--- src/rtl/e_stage_reg.sv ---
// Decode-to-execute pipeline register: forwarding, load-use/interlock stall, bubble injection.
// Define E_FWD_EN to build the E/M/W forwarding network; otherwise a full RAW interlock is used.
module e_stage_reg (
    input  logic        clk,
    input  logic        rst,
    input  logic        d_valid,
    input  logic [5:0]  d_op,
    input  logic [5:0]  d_funct,
    input  logic [4:0]  d_srcA,
    input  logic [4:0]  d_srcB,
    input  logic [4:0]  d_dst,
    input  logic [31:0] d_valA,
    input  logic [31:0] d_valB,
    input  logic [31:0] d_valC,
    input  logic [31:0] e_valE,
    input  logic [4:0]  M_dst,
    input  logic        M_isload,
    input  logic [31:0] M_valE,
    input  logic [31:0] m_valM,
    input  logic [4:0]  W_dst,
    input  logic [31:0] W_val,
    input  logic        m_stall,
    output logic [5:0]  E_op,
    output logic [5:0]  E_funct,
    output logic [31:0] E_valA,
    output logic [31:0] E_valB,
    output logic [31:0] E_valC,
    output logic [4:0]  E_dst,
    output logic [4:0]  E_srcA,
    output logic [4:0]  E_srcB,
    output logic        E_bubble,
    output logic        D_stall
);
    localparam logic [5:0] IROP = 6'h00;

    logic [5:0]  op_q, op_d, funct_q, funct_d;
    logic [31:0] valA_q, valA_d, valB_q, valB_d, valC_q, valC_d;
    logic [4:0]  dst_q, dst_d, srcA_q, srcA_d, srcB_q, srcB_d;
    logic        bubble_q, bubble_d;
    logic        hazard;
    logic [31:0] opA, opB;

`ifdef E_FWD_EN
    localparam logic [5:0] ILW = 6'h23;

    logic        e_fwd_ok;
    logic [31:0] m_val;

    // A load in E has no result yet; its consumer is stalled by the hazard logic instead.
    assign e_fwd_ok = (op_q != ILW) && !bubble_q;
    assign m_val    = M_isload ? m_valM : M_valE;

    function automatic logic [31:0] fwd_sel(
        input logic [4:0]  idx,
        input logic [31:0] rf,
        input logic [4:0]  e_dst,
        input logic        e_ok,
        input logic [31:0] e_val,
        input logic [4:0]  m_dst,
        input logic [31:0] m_v,
        input logic [4:0]  w_dst,
        input logic [31:0] w_v
    );
        logic [31:0] r;
        if (idx == '0)                     r = '0;
        else if (idx == e_dst && e_ok)     r = e_val;
        else if (idx == m_dst)             r = m_v;
        else if (idx == w_dst)             r = w_v;
        else                               r = rf;
        return r;
    endfunction

    assign opA = fwd_sel(d_srcA, d_valA, dst_q, e_fwd_ok, e_valE, M_dst, m_val, W_dst, W_val);
    assign opB = fwd_sel(d_srcB, d_valB, dst_q, e_fwd_ok, e_valE, M_dst, m_val, W_dst, W_val);

    assign hazard = (op_q == ILW) && (dst_q != '0) && d_valid &&
                    ((dst_q == d_srcA) || (dst_q == d_srcB));
`else
    logic hitA, hitB;
    logic unused_fwd;

    assign hitA = (d_srcA != '0) &&
                  (((d_srcA == dst_q) && !bubble_q) || (d_srcA == M_dst) || (d_srcA == W_dst));
    assign hitB = (d_srcB != '0) &&
                  (((d_srcB == dst_q) && !bubble_q) || (d_srcB == M_dst) || (d_srcB == W_dst));

    assign hazard     = d_valid && (hitA || hitB);
    assign opA        = d_valA;
    assign opB        = d_valB;
    assign unused_fwd = ^{e_valE, M_isload, M_valE, m_valM, W_val};
`endif

    // A memory stall outranks the hazard: E holds rather than taking a bubble.
    assign D_stall = m_stall || hazard;

    always_comb begin
        op_d     = op_q;
        funct_d  = funct_q;
        valA_d   = valA_q;
        valB_d   = valB_q;
        valC_d   = valC_q;
        dst_d    = dst_q;
        srcA_d   = srcA_q;
        srcB_d   = srcB_q;
        bubble_d = bubble_q;
        if (!m_stall) begin
            if (hazard || !d_valid) begin
                op_d     = IROP;
                funct_d  = '0;
                valA_d   = '0;
                valB_d   = '0;
                valC_d   = '0;
                dst_d    = '0;
                srcA_d   = '0;
                srcB_d   = '0;
                bubble_d = 1'b1;
            end else begin
                op_d     = d_op;
                funct_d  = d_funct;
                valA_d   = opA;
                valB_d   = opB;
                valC_d   = d_valC;
                dst_d    = d_dst;
                srcA_d   = d_srcA;
                srcB_d   = d_srcB;
                bubble_d = 1'b0;
            end
        end
    end

    always_ff @(posedge clk) begin
        if (rst) begin
            op_q     <= IROP;
            funct_q  <= '0;
            valA_q   <= '0;
            valB_q   <= '0;
            valC_q   <= '0;
            dst_q    <= '0;
            srcA_q   <= '0;
            srcB_q   <= '0;
            bubble_q <= 1'b1;
        end else begin
            op_q     <= op_d;
            funct_q  <= funct_d;
            valA_q   <= valA_d;
            valB_q   <= valB_d;
            valC_q   <= valC_d;
            dst_q    <= dst_d;
            srcA_q   <= srcA_d;
            srcB_q   <= srcB_d;
            bubble_q <= bubble_d;
        end
    end

    assign E_op     = op_q;
    assign E_funct  = funct_q;
    assign E_valA   = valA_q;
    assign E_valB   = valB_q;
    assign E_valC   = valC_q;
    assign E_dst    = dst_q;
    assign E_srcA   = srcA_q;
    assign E_srcB   = srcB_q;
    assign E_bubble = bubble_q;
endmodule

--- config.mk ---
export PLATFORM = sky130hd
export DESIGN_NAME = e_stage_reg
export DESIGN_NICKNAME = d
export VERILOG_FILES = /design/src/rtl/e_stage_reg.sv
export SDC_FILE = /design/constraint.sdc
export NUM_CORES = 1
export LEC_CHECK = 0
export ABC_AREA = 0
export BUFFER_PORTS_ARGS = -buffer_cell sky130_fd_sc_hd__clkbuf_2
export CAP_MARGIN = 20
export CORE_AREA = 2 2 154 156
export CTS_BUF_LIST = sky130_fd_sc_hd__clkbuf_8
export DETAILED_ROUTE_END_ITERATION = 8
export DIE_AREA = 0 0 156 158
export PLACE_DENSITY_LB_ADDON = 0.25
export SYNTH_ARGS = -nofsm -noshare
export SYNTH_HDL_FRONTEND = slang
export SYNTH_SLANG_ARGS = --single-unit
export TNS_END_PERCENT = 50
--- constraint.sdc ---
create_clock -name clk -period 3.3 [get_ports clk]
set_clock_uncertainty 0.15 [all_clocks]
set_input_delay 0.66 -clock clk [delete_from_list [all_inputs] [get_ports clk]]
set_output_delay 0.66 -clock clk [all_outputs]
set_load 0.03 [all_outputs]
==> run_results.csv <==
group,metric,value,unit
status,status,"completed",
clock_tree,numCtsBuffers,17,
worst_setup_path,crit_fanout,4,
place,place_hpwl,10770,um
final_layout,nets,979,
timing,finalSetupTns,0,ns
yosys,synth.top_cell.area_share,47.49,%
global_routing,track_usage,14.07,%
detailed_routing,vias,5048,
timing,finalSetupViolations,0,
timing,rsz0062_at_grt,"no",
clock_tree,path_clk_slew,0.07,ns
pwr,peakVddDrop,0.2619,mV
timing,hold_violations,0,
global_routing,grt_max_degree,125,
worst_setup_path,critical_path_class,"register to output pin",
detailed_routing,routedWlPerCell,17.57,um
floorplanning,ios,391,
worst_setup_path,crit_required,2.49,ns
final_layout,insertedDiodeCount,0,
yosys,synth_seq_area_share,47.49,%
detailed_routing,ant_nets,0,
floorplanning,die-area,0.02465,mm^2
final_layout,drive_gt1_share,42.15,%
detailed_routing,post-route-drc-count,0,
yosys,avgSynthCellArea,10.60,um^2
worst_setup_path,start_kind,"register",
floorplanning,rows,56,
timing,finalCritPeriodShare,90.13,%
clock_tree,cts_resized,0,
clock_tree,tritoncts,"yes",
timing,fmax,0.3362,GHz
timing,fin_hold_ws,0.3163,ns
clock_tree,clock_path_buffers,2,
global_routing,grt_pass1_vias,4790,
worst_setup_path,critPathCaptureType,"output pin",
detailed_routing,first_pass_iters,4,
clock_tree,cts_sinks,124,
detailed_routing,vias_per_cell,4.969,
floorplanning,initial_core_util,22.68,%
yosys,syn-num-nets,759,
pwr,p_leak,3.566,nW
global_routing,overflow,0,
yosys,post_synth_main_area_contributors,"dfxtp_1 47%, a32o_1 24%, and3_1 15%, clkbuf_1 3.4%, xnor2_1 2.8%",
yosys,netlist_area,0.005228,mm^2
yosys,ys_types,26,
timing,relSlewSlack,52.94,%
global_routing,grt_pass1_wl,27430,um
yosys,yosys_warnings,0,
timing,tightest_slew,0.7059,ns
worst_setup_path,arrival,2.16,ns
run,cap_violations,0,
clock_tree,clk_latency,0.43,ns
place,portBuffers,261,
place,place_congestion,0.7766,
final_layout,area_delta_synth_final,37.10,%
pwr,p_per_area,515.1,mW/mm^2
clock_tree,htree_levels,4,
floorplanning,fp.coreArea,0.02305,mm^2
detailed_routing,wirelength,17850,um
floorplanning,die_w,156,um
worst_hold_path,worstHoldPathType,"register to register",
global_routing,antenna_found_initial,0,
clock_tree,hold_buffers,0,
timing,maxSlewViolCount,0,
yosys,yosysTopAreaCell,"dfxtp_1",
clock_tree,clockRootBuffer,"clkbuf_8",
yosys,synth.ff_latch_count,124,
floorplanning,fp.dieH,158,um
yosys,syn_inst,493,
clock_tree,post_cts_buffers,0,
detailed_routing,drtIter0Drc,438,
timing,period_needed,2.974,ns
## area by class of cell
class / instances / area [um^2]
flip-flops and latches: 124 / 2482
repair buffers: 269 / 1429
well taps: 290 / 362.8
inverters: 1 / 3.754
fillers: 2466 / 15890
clock inverters: 14 / 192.7
multi-input cells: 300 / 2449
clock buffers: 18 / 247.7
## metal layers
layer / wire (um) / GRT usage (%) / vias up / part of all wire, %
met4: 99 / 2.621 / 0 / 0.55
met1: 7891 / 18.13 / 2446 / 44
met5: 0 / 0 / - / 0
met3: 1661 / 5.667 / 5 / 9.3
met2: 8194 / 22.40 / 203 / 46
li1: - / - / 2394 / -
## cell families (layout without fill, tap and decap cells)
| family | count (synthesis) | count (layout) | synth area share, % |
|---|---|---|---|
| AOI/OAI and AO/OA | 129 | 129 | 24.46 |
| xor gates and xnor gates | 30 | 30 | 5.026 |
| buffers and inverters | 69 | 302 | 6.367 |
| DFF | 124 | 124 | 47.49 |
| and+or+nand+nor | 141 | 141 | 16.66 |
## Yosys cell counts, drive strengths merged
library cell,n
dfxtp,124
a32o,123
and3,123
clkbuf,48
buf,20
xnor2,17
xor2,13
nor2,4
nand3,3
nor3,3
or4,3
a21oi,1
a32oi,1
a41oi,1
inv,1
nand2,1
nand4,1
nor3b,1
nor4,1
o211a,1
o22ai,1
o32ai,1
or2,1
## sequential cells by signal, summed over array words and instances (netlist names)
register and cells:
E_bubble 1, E_op 6, E_srcA 5, E_funct 6, E_srcB 5, E_dst 5, E_valA 32, E_valB 32
E_valC 32
## stage by stage
step | cells | instance area [um^2] | util, % | setup slack (ns) | power (mW)
floorplan | 493 | 5235 | - | 0.2063 | 1.991
global placement | 984 | 6726 | 29.18 | 0.3490 | 2.215
detailed placement | 984 | 6726 | 29.18 | 0.3753 | 2.216
CTS | 1016 | 7167 | 31.09 | 0.2728 | 3.771
global route | 1016 | 7167 | 31.09 | 0.1608 | 3.882
finish | 1016 | 7167 | 31.09 | 0.3258 | 3.691
## worst max-delay path: stages, from the launching register on
cell and delay, ns:
dfxtp_1 0.47, xnor2_1 0.15, nand4_1 0.11, o32ai_1 0.43
o22ai_4 0.16, a41oi_2 0.18, clkbuf_2 0.24
## where the power goes
group / total, mW / leakage (nW) / switching [mW] / internal [mW]
logic: 0.573 / 2.33 / 0.356 / 0.217
registers: 1.60 / 1.01 / 0.0376 / 1.56
clock network: 1.52 / 0.221 / 0.668 / 0.848
total: 3.69 / 3.57 / 1.06 / 2.63
## worst paths after layout
check             depth (start not counted)         end  slack [ns]        from
setup / recovery                          6     D_stall        0.33    E_dst[4]
hold / removal                            1  E_valB[13]        0.32  E_valB[13]
setup reg to reg                          6   E_valB[1]        1.04    E_dst[4]
hold reg to reg                           1  E_valB[13]        0.32  E_valB[13]
## cells in the final DEF (no fill, tap or decap), drive strengths merged
cell	netlist	layout
a21oi	1	1
a32o	123	123
a32oi	1	1
a41oi	1	1
and3	123	123
buf	20	8
bufinv	0	4
clkbuf	48	279
clkinv	0	4
clkinvlp	0	2
dfxtp	124	124
inv	1	5
nand2	1	1
nand3	3	3
nand4	1	1
nor2	4	4
nor3	3	3
nor3b	1	1
nor4	1	1
o211a	1	1
o22ai	1	1
o32ai	1	1
or2	1	1
or4	3	3
xnor2	17	17
xor2	13	13
(Power assumes the default switching activity.)
